`config.mk`:
```
export PLATFORM = sky130hd
export DESIGN_NAME = sram_dp_ctrl
export DESIGN_NICKNAME = d
export VERILOG_FILES = /design/src/rtl/sram_dp_ctrl.sv
export SDC_FILE = /design/constraint.sdc
export NUM_CORES = 1
export LEC_CHECK = 0
export BUFFER_PORTS_ARGS = -buffer_cell sky130_fd_sc_hd__buf_2
export CORE_MARGIN = 2
export CORE_UTILIZATION = 45
export DETAILED_ROUTE_END_ITERATION = 7
export GPL_TIMING_DRIVEN = 0
export PLACE_DENSITY = 0.69
export SETUP_SLACK_MARGIN = 0.4
export SLEW_MARGIN = 40
export SYNTH_ARGS = -nofsm -noshare
export SYNTH_HDL_FRONTEND = slang
export SYNTH_SLANG_ARGS = --single-unit
```
`constraint.sdc`:
```
create_clock -name clk -period 4.7 [get_ports clk]
set_clock_uncertainty 0.1 [all_clocks]
set_input_delay 0.47 -clock clk [delete_from_list [all_inputs] [get_ports clk]]
set_output_delay 0.47 -clock clk [all_outputs]
set_load 0.02 [all_outputs]
```
`src/rtl/sram_dp_ctrl.sv`:
```
// sram_dp_ctrl: initiator-side controller for a 2-port SRAM macro (read port 1, masked-write port 2).
// Turns valid/ready read and write request channels into registered macro pin drives, and
// captures read data into a credit-protected response FIFO so backpressure never drops a read.
// Ports: clk/reset (async, active-high); rd_req_* read request channel; rd_resp_* read response
// channel (FIFO head); wr_req_* write request channel; A1/CSB1/OEB1/O1 macro read port;
// A2/CSB2/WEB2/WBM2/I2 macro write port. CE1/CE2 are tied to clk by the parent.
// Optional macro SRAM_RD_WR_FWD_EN: forward same-cycle same-address write bytes into the read response.
module sram_dp_ctrl #(
  parameter int ADDR_W     = 7,
  parameter int DATA_W     = 96,
  parameter int MASK_W     = 12,
  parameter int RESP_DEPTH = 4
) (
  input  logic              clk,
  input  logic              reset,
  input  logic              rd_req_valid,
  output logic              rd_req_ready,
  input  logic [ADDR_W-1:0] rd_req_addr,
  output logic              rd_resp_valid,
  input  logic              rd_resp_ready,
  output logic [DATA_W-1:0] rd_resp_data,
  input  logic              wr_req_valid,
  output logic              wr_req_ready,
  input  logic [ADDR_W-1:0] wr_req_addr,
  input  logic [DATA_W-1:0] wr_req_data,
  input  logic [MASK_W-1:0] wr_req_mask,
  output logic [ADDR_W-1:0] A1,
  output logic              CSB1,
  output logic              OEB1,
  input  logic [DATA_W-1:0] O1,
  output logic [ADDR_W-1:0] A2,
  output logic              CSB2,
  output logic              WEB2,
  output logic [MASK_W-1:0] WBM2,
  output logic [DATA_W-1:0] I2
);
  localparam int PW = (RESP_DEPTH > 1) ? $clog2(RESP_DEPTH) : 1;
  localparam int CW = $clog2(RESP_DEPTH + 3);
  logic [ADDR_W-1:0] r_a1, r_a2;
  logic              r_csb1, r_csb2, r_web2;
  logic [MASK_W-1:0] r_wbm2;
  logic [DATA_W-1:0] r_i2;
  logic              r_v2;
  logic [DATA_W-1:0] r_fifo [RESP_DEPTH];
  logic [PW-1:0]     r_wp, r_rp;
  logic [CW-1:0]     r_cnt;
  logic              w_rd_acc, w_wr_acc, w_pop;
  logic [CW-1:0]     w_occ;
  logic [DATA_W-1:0] w_push_data;
  // Credits cover FIFO entries plus reads still in the macro pipeline (CSB1 stage and O1 stage),
  // so a push can never find the FIFO full; no path from rd_resp_ready.
  assign w_occ         = r_cnt + CW'(!r_csb1) + CW'(r_v2);
  assign rd_req_ready  = w_occ < CW'(RESP_DEPTH);
  assign w_rd_acc      = rd_req_valid & rd_req_ready;
  assign wr_req_ready  = !reset;
  assign w_wr_acc      = wr_req_valid & wr_req_ready;
  assign rd_resp_valid = r_cnt != '0;
  assign rd_resp_data  = r_fifo[r_rp];
  assign w_pop         = rd_resp_valid & rd_resp_ready;
  assign A1   = r_a1;
  assign CSB1 = r_csb1;
  assign OEB1 = 1'b0;
  assign A2   = r_a2;
  assign CSB2 = r_csb2;
  assign WEB2 = r_web2;
  assign WBM2 = r_wbm2;
  assign I2   = r_i2;
`ifdef SRAM_RD_WR_FWD_EN
  // Write bytes ride alongside a same-address read; mask is zero for any other read.
  logic [MASK_W-1:0] r_fm1, r_fm2;
  logic [DATA_W-1:0] r_fd1, r_fd2;
  always_ff @(posedge clk or posedge reset) begin
    if (reset) begin
      r_fm1 <= '0;
      r_fm2 <= '0;
      r_fd1 <= '0;
      r_fd2 <= '0;
    end else begin
      r_fm1 <= (w_rd_acc && w_wr_acc && rd_req_addr == wr_req_addr) ? wr_req_mask : '0;
      r_fd1 <= wr_req_data;
      r_fm2 <= r_fm1;
      r_fd2 <= r_fd1;
    end
  end
  always_comb begin
    w_push_data = O1;
    for (int i = 0; i < MASK_W; i++)
      w_push_data[8*i +: 8] = r_fm2[i] ? r_fd2[8*i +: 8] : O1[8*i +: 8];
  end
`else
  assign w_push_data = O1;
`endif
  always_ff @(posedge clk or posedge reset) begin
    if (reset) begin
      r_a1   <= '0;
      r_csb1 <= 1'b1;
      r_a2   <= '0;
      r_csb2 <= 1'b1;
      r_web2 <= 1'b1;
      r_wbm2 <= '0;
      r_i2   <= '0;
      r_v2   <= 1'b0;
      r_wp   <= '0;
      r_rp   <= '0;
      r_cnt  <= '0;
    end else begin
      r_csb1 <= !w_rd_acc;
      if (w_rd_acc) r_a1 <= rd_req_addr;
      r_v2   <= !r_csb1;
      r_csb2 <= !w_wr_acc;
      r_web2 <= !w_wr_acc;
      if (w_wr_acc) begin
        r_a2   <= wr_req_addr;
        r_i2   <= wr_req_data;
        r_wbm2 <= wr_req_mask;
      end
      if (r_v2) r_wp <= (r_wp == PW'(RESP_DEPTH - 1)) ? '0 : r_wp + 1'b1;
      if (w_pop) r_rp <= (r_rp == PW'(RESP_DEPTH - 1)) ? '0 : r_rp + 1'b1;
      r_cnt <= r_cnt + CW'(r_v2) - CW'(w_pop);
    end
  end
  always_ff @(posedge clk) begin
    if (r_v2) r_fifo[r_wp] <= w_push_data;
  end
endmodule

```
==> out/summary.json, run 1 <==
{
  "hold_path": {
    "end_point_of_the_worst_hold_path": "I2[12]",
    "min-delay-start": "wr_req_data[12]",
    "hold_path_class": "in -> reg",
    "timing.hold.worst_path_depth": 2
  },
  "setup_path": {
    "critPathRequiredTime_ns": 4.13,
    "timing.critical_path.buf_inv": 4,
    "timing.critical_path.to_type": "output pin",
    "critPathSlowestCell": "sky130_fd_sc_hd__mux4_2",
    "worst_r2r_startpoint": "r_cnt[1]",
    "crit_path_max_fanout": 10,
    "startpoint_type": "register",
    "ff2ff_path_depth": 10,
    "cp.arrival_ns": 2.40,
    "worst_r2r_endpoint": "r_cnt[2]",
    "rrSetupSlack_ns": 2.18,
    "criticalPathCategory": "reg -> out",
    "cp_common_cell": "sky130_fd_sc_hd__buf_2",
    "cp_top_family": "buffers and inverters",
    "biggest_cell_delay_along_the_critical_path_ns": 0.37,
    "worstPathCellList": "buf_2 > buf_2 > buf_2 > mux4_2 > buf_2"
  },
  "grt": {
    "grt_pass1_wl_um": 69040,
    "grt_pass1_vias": 11600,
    "grt.overflow.total": 0,
    "grt_max_degree": 80,
    "grt.total_usage": 0.2108,
    "antenna_found_initial": 19
  },
  "route": {
    "final_routed_wirelength_um": 45830,
    "starting_drt_drc_count": 588,
    "drt_wl_cell_um": 21.79,
    "firstDrtPassIters": 4,
    "viasPerCell": 5.032,
    "post_route_drc_violation_count": 0,
    "num_vias": 10580,
    "postRouteAntennaNets": 0
  },
  "layout": {
    "fillers": 2938,
    "finish.net_count": 1736,
    "drive_above_1_share": 0.5194,
    "finished_layout_cells": 2103,
    "area_delta_synth_final_pct": 36.30
  },
  "flow_run": {
    "timing.max_cap.violations": 0
  },
  "die": {
    "floorplan.rows": 75,
    "dieWidth_um": 209.2,
    "dieArea_um2": 43780,
    "core-area_um2": 41760,
    "die_y_um": 209.2,
    "start_util": 0.4539,
    "design.portCount": 448
  },
  "placement": {
    "post-place-cells": 1814,
    "gp_congestion": 0.8072,
    "port_buffers": 446,
    "dpl.hpwl_um": 31020
  },
  "timing": {
    "fmax_mhz": 336.3,
    "min_period_over_period": 0.6326,
    "period_minus_slack_ns": 2.973,
    "tightest_slew_ns": 0.6876,
    "final_hold_violations": 0,
    "slew_violations": 0,
    "timing.setup.tns_ns": 0,
    "setup_viol": 0,
    "rsz0062_at_grt": "no",
    "max-slew-margin-rel": 0.5416
  },
  "logic_synthesis": {
    "yosysSeqAreaShare": 0.7827,
    "synth-async-reset-ratio": 0.2558,
    "synth_top_cells_by_count": "sky130_fd_sc_hd__edfxtp_1 (384), sky130_fd_sc_hd__dfrtp_1 (130), sky130_fd_sc_hd__mux2_2 (123)",
    "ys_seq_elements": 516,
    "synth.top_cells.by_area": "sky130_fd_sc_hd__edfxtp_1 (61%), sky130_fd_sc_hd__dfrtp_1 (17%), sky130_fd_sc_hd__mux4_2 (11%)",
    "synth_area_leader_cell": "sky130_fd_sc_hd__edfxtp_1",
    "number_of_enable_flip_flop_cells_after_synthesis": 384,
    "synth.yosys.warnings": 0,
    "synth_most_common_cell": "sky130_fd_sc_hd__edfxtp_1",
    "post_synth.cell_area_avg_um2": 23.23,
    "synthDistinctLibCells": 27,
    "postSynthNetCount": 1048,
    "synth.cell_area_um2": 18960,
    "post-synth-top-area-fraction": 0.6083,
    "netlist_instances": 816,
    "synth_ff_type": "sky130_fd_sc_hd__edfxtp_1"
  },
  "power_and_ir_drop": {
    "power.internal_mw": 10.44,
    "share_clk_of_total_power": 0.300,
    "netSwitchingPower_mw": 4.570,
    "combinationalPowerShare": 0.302,
    "leakagePower_nw": 9.980,
    "peakVddDrop_mv": 0.3888,
    "pwr-share-seq": 0.398,
    "power.switching_fraction": 0.3044,
    "power.density_cell_area_nw_per_um2": 581.1
  },
  "clocking": {
    "tritoncts.num_buffers": 52,
    "clock_tree.htree_level_count": 2,
    "clockRootBuffer": "sky130_fd_sc_hd__clkbuf_16",
    "clock_tree.buffer_depth": 3,
    "cts.clk_slew.worst_paths_ns": 0.06,
    "cts_repair_resize_count": 0,
    "clock_sink_count": 516,
    "cts_tree": "built",
    "worst_skew_pair_latency_ns": 0.58
  },
  "outcome": {
    "status": "finished clean"
  }
}
## flip-flops by register name, summed over array words and instances (netlist names)
| register | flops |
|---|---|
| A2 | 7 |
| r_rp | 2 |
| r_cnt | 3 |
| r_wp | 2 |
| WBM2 | 12 |
| r_fifo | 384 |
| r_v2 | 1 |
| I2 | 96 |
| A1 | 7 |
| WEB2 | 1 |
| CSB1 | 1 |
## placed cells by master, fill, tap and decap left out, drive strengths merged, types with 8 or more instances in the layout
master / netlist / final
dfrtp: 130 / 130
mux2: 123 / 123
edfxtp: 384 / 384
dlygate4sd3: 0 / 175
buf: 32 / 491
clkbuf: 5 / 68
inv: 10 / 11
diode: 0 / 18
bufinv: 0 / 13
ha: 8 / 8
mux4: 96 / 96
clkinv: 0 / 16
## final cells by class
cell class,count,area (um2),share of cell area
antenna,18,45.04,0.001743
buffer,37,265.3,0.01027
clock buffer,63,1384,0.05356
clock inverter,33,499.2,0.01932
inverter,10,45.04,0.001743
multi-input combinational,253,3827,0.1481
sequential,516,14840,0.5743
tap,539,674.4,0.02610
timing repair buffer,634,4259,0.1649
## per-layer routing
| layer | wire length [um] | up-vias | global-route usage |
|---|---|---|---|
| li1 | - | 4693 | - |
| met1 | 17850 | 5422 | 0.2602 |
| met2 | 22840 | 381 | 0.3445 |
| met3 | 3686 | 84 | 0.06658 |
| met4 | 1440 | 2 | 0.09261 |
| met5 | 13 | - | 0 |
## cell families after synthesis
| logic type | synth area share |
|---|---|
| adder cells (fa/ha/maj) | 0.006337 |
| multiplexers | 0.1871 |
| AO/OA/AOI/OAI | 0.001848 |
| AND/OR/NAND/NOR | 0.004950 |
| XOR/XNOR | 0.0009243 |
| buffers and inverters | 0.01591 |
| flip-flops | 0.7827 |
| other | 0.0001978 |
## worst max path at each step
stage	start	end	slack (ns)	cells after the start
floorplan	reset	A1[0]	0.45	1
global route	r_rp[1]	rd_resp_data[81]	1.55	5
global placement	reset	I2[29]	-0.95	2
CTS	r_rp[1]	rd_resp_data[55]	1.56	4
detailed placement	r_cnt[1]	r_cnt[2]	2.20	10
finish	r_rp[1]	rd_resp_data[81]	1.73	5
## worst register-to-register path, cell delays in order, from the launching register on
cell and delay (ns):
sky130_fd_sc_hd__dfrtp_1 0.47, sky130_fd_sc_hd__or3_1 0.39, sky130_fd_sc_hd__nand2_1 0.17, sky130_fd_sc_hd__inv_1 0.07, sky130_fd_sc_hd__ha_1 0.27, sky130_fd_sc_hd__inv_1 0.06, sky130_fd_sc_hd__ha_1 0.13, sky130_fd_sc_hd__inv_1 0.05
sky130_fd_sc_hd__fa_1 0.40, sky130_fd_sc_hd__xnor2_1 0.19, sky130_fd_sc_hd__xnor2_1 0.14
## power groups by stage
stage / Sequential (mW) / Combinational (mW) / Clock (mW)
CTS: 5.97 / 4.62 / 4.61
detailed placement: 6.06 / 4.49 / 0
finish: 5.97 / 4.53 / 4.51
global placement: 6.13 / 4.32 / 0
global route: 6.04 / 4.84 / 4.80
floorplan: 6.29 / 2.65 / 0
## metrics by stage
step / hold slack (ns) / worst slack [ns] / power (mW) / utilization / area, um2
finish: 0.02690 / 1.727 / 15.01 / 0.6187 / 25840
floorplan: 0.3829 / 0.4511 / 8.941 / - / 18960
global placement: 0.3458 / -0.9547 / 10.45 / 0.5235 / 21860
detailed placement: 0.3462 / 2.204 / 10.54 / 0.5305 / 22160
global route: 0.005629 / 1.554 / 15.68 / 0.6186 / 25830
CTS: 0.0004878 / 1.560 / 15.20 / 0.6176 / 25790
## repair_timing
| action | CTS | global route |
|---|---|---|
| buffers inserted | 0 | 0 |
| hold buffers | 175 | 0 |
| endpoints found under the hold margin | 499 | 0 |
(Power assumes the default switching activity.)
==> run 2: changes to the inputs <==
- PLACE_DENSITY: 0.69 -> 0.71
- clock period: 4.7 -> 2.7 ns (I/O delays scaled with it)
==> run 2 against run 1 <==
- global-route usage increased by 1.5 points
- worst hold slack improved by 0.091 ns
- critical path type unchanged
- combinational power up 120%
- largest power group unchanged
- core utilization rose by 3.0 points
- non-clock buffer count increased by 72
- sequential share of layout area down 2.7 points
- clock-buffer cell count is 3 higher
- clock power increased by 55%
- sequential power is 74% higher
- wire length up 9.4%
==> out/summary.json, run 2 (synthesis results as in run 1) <==
{
  "route": {
    "drt_wl_cell": {"value": 23.14, "unit": "um", "change": "+6.2%"},
    "final_routed_wirelength": {"value": 50150, "unit": "um", "change": "+9.4%"},
    "num_vias": {"value": 11100, "change": "+4.9%"},
    "postRouteAntennaNets": {"value": 0, "change": "unchanged"},
    "viasPerCell": {"value": 5.122, "change": "+1.8%"},
    "firstDrtPassIters": {"value": 5, "change": "+1"},
    "starting_drt_drc_count": {"value": 709, "change": "+21%"},
    "post_route_drc_violation_count": {"value": 0, "change": "unchanged"}
  },
  "outcome": {
    "status": "finished clean"
  },
  "setup_path": {
    "cp_common_cell": "sky130_fd_sc_hd__buf_12",
    "critPathSlowestCell": "sky130_fd_sc_hd__mux4_2",
    "biggest_cell_delay_along_the_critical_path": {"value": 0.51, "unit": "ns", "change": "+0.14 ns"},
    "cp.arrival": {"value": 2.12, "unit": "ns", "change": "-0.28 ns"},
    "crit_path_max_fanout": {"value": 6, "change": "-4"},
    "timing.critical_path.to_type": "output pin",
    "worstPathCellList": "buf_12 > buf_12 > clkbuf_16 > mux4_2 > buf_6",
    "critPathRequiredTime": {"value": 2.33, "unit": "ns", "change": "-1.80 ns"},
    "startpoint_type": "register",
    "criticalPathCategory": "reg -> out"
  },
  "timing": {
    "fmax_mhz": 401.7,
    "rsz0062_at_grt": "yes",
    "min_period_over_period": 0.9220,
    "setup_viol": {"value": 0, "change": "unchanged"},
    "layout_setup_ws": {"value": 0.2106, "unit": "ns", "change": "-1.516 ns"},
    "timing.setup.tns": {"value": 0, "unit": "ns", "change": "unchanged"},
    "final_hold_violations": {"value": 0, "change": "unchanged"},
    "slew_violations": {"value": 0, "change": "unchanged"},
    "period_minus_slack_ns": 2.489
  },
  "placement": {
    "dpl.hpwl": {"value": 31280, "unit": "um", "change": "+0.84%"},
    "worst_case_setup_slack_after_placement": {"value": 0.3700, "unit": "ns", "change": "-1.834 ns"},
    "gp_congestion": {"value": 0.7974, "change": "-1.2%"},
    "post-place-cells": {"value": 1819, "change": "+0.28%"},
    "port_buffers": {"value": 446, "change": "unchanged"}
  },
  "clocking": {
    "cts.clk_slew.worst_paths": {"value": 0.06, "unit": "ns", "change": "about the same"},
    "clock_sink_count": {"value": 516, "change": "unchanged"},
    "tritoncts.num_buffers": {"value": 52, "change": "unchanged"},
    "cts_tree": "built",
    "clockRootBuffer": "sky130_fd_sc_hd__clkbuf_16",
    "clock_tree.buffer_depth": {"value": 3, "change": "unchanged"},
    "worst_skew_pair_latency": {"value": 0.58, "unit": "ns", "change": "about the same"},
    "clock_tree.htree_level_count": {"value": 2, "change": "unchanged"}
  },
  "die": {
    "die_y": {"value": 209.2, "unit": "um", "change": "unchanged"},
    "dieArea": {"value": 43780, "unit": "um2", "change": "unchanged"},
    "core-area": {"value": 41760, "unit": "um2", "change": "unchanged"},
    "dieWidth": {"value": 209.2, "unit": "um", "change": "unchanged"},
    "floorplan.rows": {"value": 75, "change": "unchanged"},
    "design.portCount": {"value": 448, "change": "unchanged"},
    "start_util": {"value": 0.4539, "change": "unchanged"}
  },
  "grt": {
    "grt.total_usage": {"value": 0.2256, "change": "+0.01475"},
    "grt_pass1_vias": {"value": 12240, "change": "+5.5%"},
    "antenna_found_initial": {"value": 14, "change": "-5"},
    "grt.overflow.total": {"value": 0, "change": "unchanged"},
    "grt_pass1_wl": {"value": 73460, "unit": "um", "change": "+6.4%"},
    "grt_max_degree": {"value": 35, "change": "-56%"}
  },
  "layout": {
    "area_delta_synth_final_pct": 42.97,
    "finish.net_count": {"value": 1808, "change": "+4.1%"},
    "finished_layout_cells": {"value": 2167, "change": "+3.0%"},
    "largest_reg_flops": {"value": 384, "change": "unchanged"},
    "layout_common_cells": "sky130_fd_sc_hd__buf_2 (384), sky130_fd_sc_hd__edfxtp_1 (384), sky130_fd_sc_hd__dlygate4sd3_1 (221), sky130_fd_sc_hd__dfrtp_1 (128), sky130_fd_sc_hd__mux2_2 (123)",
    "top_register": "r_fifo",
    "drive_above_1_share": {"value": 0.5127, "change": "-0.006711"}
  },
  "hold_path": {
    "hold_path_class": "in -> async"
  },
  "power_and_ir_drop": {
    "peakVddDrop": {"value": 0.6685, "unit": "mV", "change": "+72%"},
    "power.density_cell_area": {"value": 1008, "unit": "nW/um2", "change": "+73%"},
    "leakagePower": {"value": 10.48, "unit": "nW", "change": "+5.1%"}
  },
  "flow_run": {
    "timing.max_cap.violations": {"value": 0, "change": "unchanged"}
  }
}
[run 2: cell types whose count changed in the layout (fill, tap and decap cells not counted), moves of 9 or more]
cell	previous run	this run
sky130_fd_sc_hd__buf_12	12	27
sky130_fd_sc_hd__buf_2	461	384
sky130_fd_sc_hd__buf_4	9	19
sky130_fd_sc_hd__buf_6	6	73
sky130_fd_sc_hd__bufinv_16	13	4
sky130_fd_sc_hd__clkinv_1	5	14
sky130_fd_sc_hd__dlygate4sd3_1	175	221
[run 2: cell type report]
class	instances	area (um2)
plain buffers	37	410.4
multi-input cells	253	3869
well taps	539	674.4
clock buffers	66	1395
fillers	2701	14660
inverters	10	41.29
repair buffers	706	5604
clock inverters	27	235.2
diodes	13	32.53
flip-flops and latches	516	14840
[run 2: metrics by stage]
stage                 util  total power [mW]  area (um2)  hold slack [ns]
finish              0.6490             27.32       27100           0.1177
floorplan                -             15.51       18980           0.2689
global placement    0.5242             18.12       21890           0.3399
global route        0.6489             28.37       27100           0.1149
detailed placement  0.5336             18.42       22280           0.1430
CTS                 0.6376             26.62       26620          0.06868
[run 2: path summary, 6_finish.rpt]
path                                from          endpoint  slack, ns  cells after the start
worst min register to register      CSB1              r_v2       0.37                      1
worst max register to register  r_cnt[2]          r_cnt[2]       0.50                     10
worst max-delay path             r_rp[0]  rd_resp_data[66]       0.21                      5
max in group asynchronous          reset              WEB2       1.54                      6
worst min-delay path               reset            I2[39]       0.12                      3
min in group clk                   O1[2]      r_fifo[0][2]       0.34                      2
[run 2: what timing repair did]
action / CTS / global route
setup buffers: 10 / 3
hold endpoints to repair: 620 / 0
gates cloned: 2 / 6
hold buffers: 221 / 0
gates resized for setup: 106 / 85
pin swaps: 0 / 4
endpoints found under the setup margin: 98 / 99
[run 2: power breakdown]
group	internal, mW	switching (mW)	total, mW	leakage, nW
combinational	4.84	5.09	9.93	4.65
sequential	9.98	0.417	10.4	5.04
clock	4.02	2.97	6.99	0.798
total	18.8	8.47	27.3	10.5
[run 2: critical path: cells and delay by family, from the launching register on]
family,cells,cell delay [ns]
buf+inv,4,0.62
flops,1,0.39
mux,1,0.51
[run 2: per-layer routing]
layer	part of all wire	up-vias	global-route usage
met3	0.082	107	0.06477
met4	0.032	2	0.08374
li1	-	4842	-
met5	0.00026	-	0
met1	0.38	5682	0.2726
met2	0.51	466	0.3868
==> run 3: changes to the inputs <==
- REMOVE_ABC_BUFFERS: default -> 1
==> run 3 against run 2 <==
- register-to-register slack lost 0.05 ns
- worst setup slack worse by 0.092 ns
- sequential power is essentially flat
- clock-buffer cell count grew 7
- non-clock buffer count shrank 20
- via count grew 0.72%
- cell area shrank 0.26%
- flip-flop and latch count unchanged
- maximum frequency decreased by 3.6%
- combinational power hardly changed
==> out/summary.json, run 3 (synthesis results as in run 1) <==
{
  "setup_path": {
    "criticalPathCategory": "reg -> out",
    "worstPathCellList": "buf_16 > buf_16 > buf_16 > mux4_2 > buf_2",
    "cp_common_cell": "sky130_fd_sc_hd__buf_16",
    "timing.critical_path.buf_inv": {"value": 4, "change": "unchanged"},
    "cp.arrival": {"value": 2.21, "unit": "ns", "change": "+0.09 ns"},
    "critPathRequiredTime": {"value": 2.33, "unit": "ns", "change": "about the same"},
    "critPathSlowestCell": "sky130_fd_sc_hd__mux4_2",
    "biggest_cell_delay_along_the_critical_path": {"value": 0.51, "unit": "ns", "change": "about the same"},
    "crit_path_max_fanout": {"value": 10, "change": "+4"},
    "timing.critical_path.to_type": "output pin",
    "cp_top_family": "buffers and inverters",
    "startpoint_type": "register"
  },
  "grt": {
    "grt_pass1_wl": {"value": 75850, "unit": "um", "change": "+3.3%"},
    "grt_max_degree": {"value": 77, "change": "+120%"},
    "grt.total_usage": {"value": 0.2347, "change": "+0.009062"},
    "grt_pass1_vias": {"value": 12250, "change": "+0.065%"},
    "antenna_found_initial": {"value": 10, "change": "-4"},
    "grt.overflow.total": {"value": 0, "change": "unchanged"}
  },
  "power_and_ir_drop": {
    "peakVddDrop": {"value": 0.7320, "unit": "mV", "change": "+9.5%"},
    "combinationalPowerShare": {"value": 0.371, "change": "+0.008"},
    "netSwitchingPower": {"value": 8.529, "unit": "mW", "change": "+0.67%"},
    "share_clk_of_total_power": {"value": 0.246, "change": "-0.010"},
    "power.switching_fraction": {"value": 0.3128, "change": "+0.002625"},
    "pwr-share-seq": {"value": 0.383, "change": "+0.002"},
    "leakagePower": {"value": 10.40, "unit": "nW", "change": "-0.78%"},
    "power.density_cell_area": {"value": 1009, "unit": "nW/um2", "change": "about the same"},
    "power.internal": {"value": 18.74, "unit": "mW", "change": "-0.55%"},
    "post_layout_total_power": {"value": 27.27, "unit": "mW", "change": "-0.17%"}
  },
  "route": {
    "drt_wl_cell": {"value": 24.18, "unit": "um", "change": "+4.5%"},
    "final_routed_wirelength": {"value": 51920, "unit": "um", "change": "+3.5%"},
    "starting_drt_drc_count": {"value": 740, "change": "+4.4%"},
    "postRouteAntennaNets": {"value": 0, "change": "unchanged"},
    "viasPerCell": {"value": 5.207, "change": "+1.7%"},
    "dr_wl_met3": {"value": 4125, "unit": "um", "change": "+0.91%"},
    "detailroute.wirelength.met2": {"value": 27000, "unit": "um", "change": "+5.5%"},
    "top_sig_layer": "met4",
    "post_route_drc_violation_count": {"value": 0, "change": "unchanged"},
    "firstDrtPassIters": {"value": 5, "change": "unchanged"},
    "num_vias": {"value": 11180, "change": "+0.72%"},
    "length_of_routed_wiring_on_met1": {"value": 18670, "unit": "um", "change": "-0.91%"}
  },
  "die": {
    "dieArea": {"value": 43780, "unit": "um2", "change": "unchanged"},
    "floorplan.rows": {"value": 75, "change": "unchanged"},
    "design.portCount": {"value": 448, "change": "unchanged"},
    "start_util": {"value": 0.4539, "change": "unchanged"},
    "die_y": {"value": 209.2, "unit": "um", "change": "unchanged"},
    "core-area": {"value": 41760, "unit": "um2", "change": "unchanged"},
    "dieWidth": {"value": 209.2, "unit": "um", "change": "unchanged"}
  },
  "placement": {
    "post-place-cells": {"value": 1789, "change": "-1.6%"},
    "gp_congestion": {"value": 0.8168, "change": "+2.4%"},
    "port_buffers": {"value": 446, "change": "unchanged"},
    "dpl.hpwl": {"value": 31340, "unit": "um", "change": "+0.19%"}
  },
  "layout": {
    "drive_above_1_share": {"value": 0.5103, "change": "-0.002349"},
    "top_register": "r_fifo",
    "layout_commonest_cell": "sky130_fd_sc_hd__edfxtp_1",
    "largest_reg_flops": {"value": 384, "change": "unchanged"},
    "finished_layout_cells": {"value": 2147, "change": "-0.92%"},
    "area_delta_synth_final_pct": 42.59,
    "finish.net_count": {"value": 1787, "change": "-1.2%"},
    "layout_common_cells": "sky130_fd_sc_hd__edfxtp_1 (384), sky130_fd_sc_hd__buf_2 (382), sky130_fd_sc_hd__dlygate4sd3_1 (221), sky130_fd_sc_hd__dfrtp_1 (126), sky130_fd_sc_hd__mux2_2 (123)"
  },
  "clocking": {
    "clockRootBuffer": "sky130_fd_sc_hd__clkbuf_16",
    "cts.clk_slew.worst_paths": {"value": 0.07, "unit": "ns", "change": "about the same"},
    "cts_tree": "built",
    "tritoncts.num_buffers": {"value": 51, "change": "-1.9%"},
    "clock_sink_count": {"value": 516, "change": "unchanged"},
    "clock_tree.htree_level_count": {"value": 2, "change": "unchanged"},
    "clock_tree.buffer_depth": {"value": 3, "change": "unchanged"},
    "worst_skew_pair_latency": {"value": 0.59, "unit": "ns", "change": "about the same"}
  },
  "hold_path": {
    "hold_path_class": "in -> reg"
  },
  "timing": {
    "min_period_over_period": {"value": 0.9560, "change": "+0.03404"},
    "slew_violations": {"value": 0, "change": "unchanged"},
    "setup_viol": {"value": 0, "change": "unchanged"},
    "fmax": {"value": 387.4, "unit": "MHz", "change": "-3.6%"},
    "timing.setup.tns": {"value": 0, "unit": "ns", "change": "unchanged"},
    "tightest_slew_ns": 0.5455,
    "period_minus_slack": {"value": 2.581, "unit": "ns", "change": "+0.09190 ns"},
    "rsz0062_at_grt": "yes",
    "final_hold_violations": {"value": 0, "change": "unchanged"},
    "max-slew-margin-rel": 0.6363
  },
  "outcome": {
    "status": "finished clean"
  },
  "flow_run": {
    "timing.max_cap.violations": {"value": 0, "change": "unchanged"}
  }
}
run 3: tightest hold or removal path, cell delays in order:
cell and delay [ns]:
sky130_fd_sc_hd__buf_2 0.10, sky130_fd_sc_hd__nor2b_4 0.19, sky130_fd_sc_hd__mux2_2 0.24
run 3: stage by stage:
stage	setup WS (ns)	cell area, um2	hold slack [ns]	util
finish	0.1187	27030	0.1480	0.6473
global route	0.06914	27020	0.1344	0.6471
CTS	0.09351	26750	0.1014	0.6407
detailed placement	0.2057	22150	0.2960	0.5305
global placement	-6.090	21600	0.3545	0.5172
floorplan	-3.610	18690	0.2689	-
run 3: metal layers:
metal / up-vias / GRT usage
met5: - / 0
li1: 4793 / -
met4: 0 / 0.1081
met3: 111 / 0.06763
met1: 5776 / 0.2742
met2: 499 / 0.4025
run 3: power by group through the flow:
| stage | Combinational (mW) | Clock [mW] | Sequential [mW] |
|---|---|---|---|
| 2_1_floorplan | 3.86 | 0 | 11.4 |
| 3_3_place_gp | 5.60 | 0 | 11.1 |
| 4_1_cts | 9.67 | 6.81 | 10.4 |
| 6_report | 10.1 | 6.70 | 10.5 |
| 3_5_place_dp | 7.57 | 0 | 10.7 |
| 5_1_grt | 10.6 | 7.16 | 10.6 |
run 3: cell type report:
| class | instances | area (um2) |
|---|---|---|
| diodes | 13 | 32.53 |
| clock buffers | 73 | 1425 |
| clock inverters | 20 | 141.4 |
| fillers | 2685 | 14730 |
| inverters | 10 | 47.55 |
| multi-input cells | 253 | 3897 |
| flip-flops and latches | 516 | 14850 |
| well taps | 539 | 674.4 |
| repair buffers | 723 | 5964 |
run 3: what timing repair did:
action                                  4_1_cts  5_1_grt
endpoints found under the setup margin       99       99
setup buffers                                17        2
pin swaps                                     6        7
cloned                                       10        2
gates resized for setup                     114       58
hold endpoints to repair                    580        0
hold buffers                                221        0
run 3: path summary, 6_finish.rpt:
kind                         startpoint                to  slack, ns  cells after the start
setup reg to reg               r_cnt[1]          r_cnt[2]       0.45                     10
hold / removal             wr_req_valid            I2[10]       0.15                      3
max in group asynchronous         reset           r_rp[0]       1.53                      4
setup / recovery                r_rp[0]  rd_resp_data[60]       0.12                      5
hold reg to reg                    CSB1              r_v2       0.37                      1
min in group asynchronous         reset             I2[9]       0.26                      3
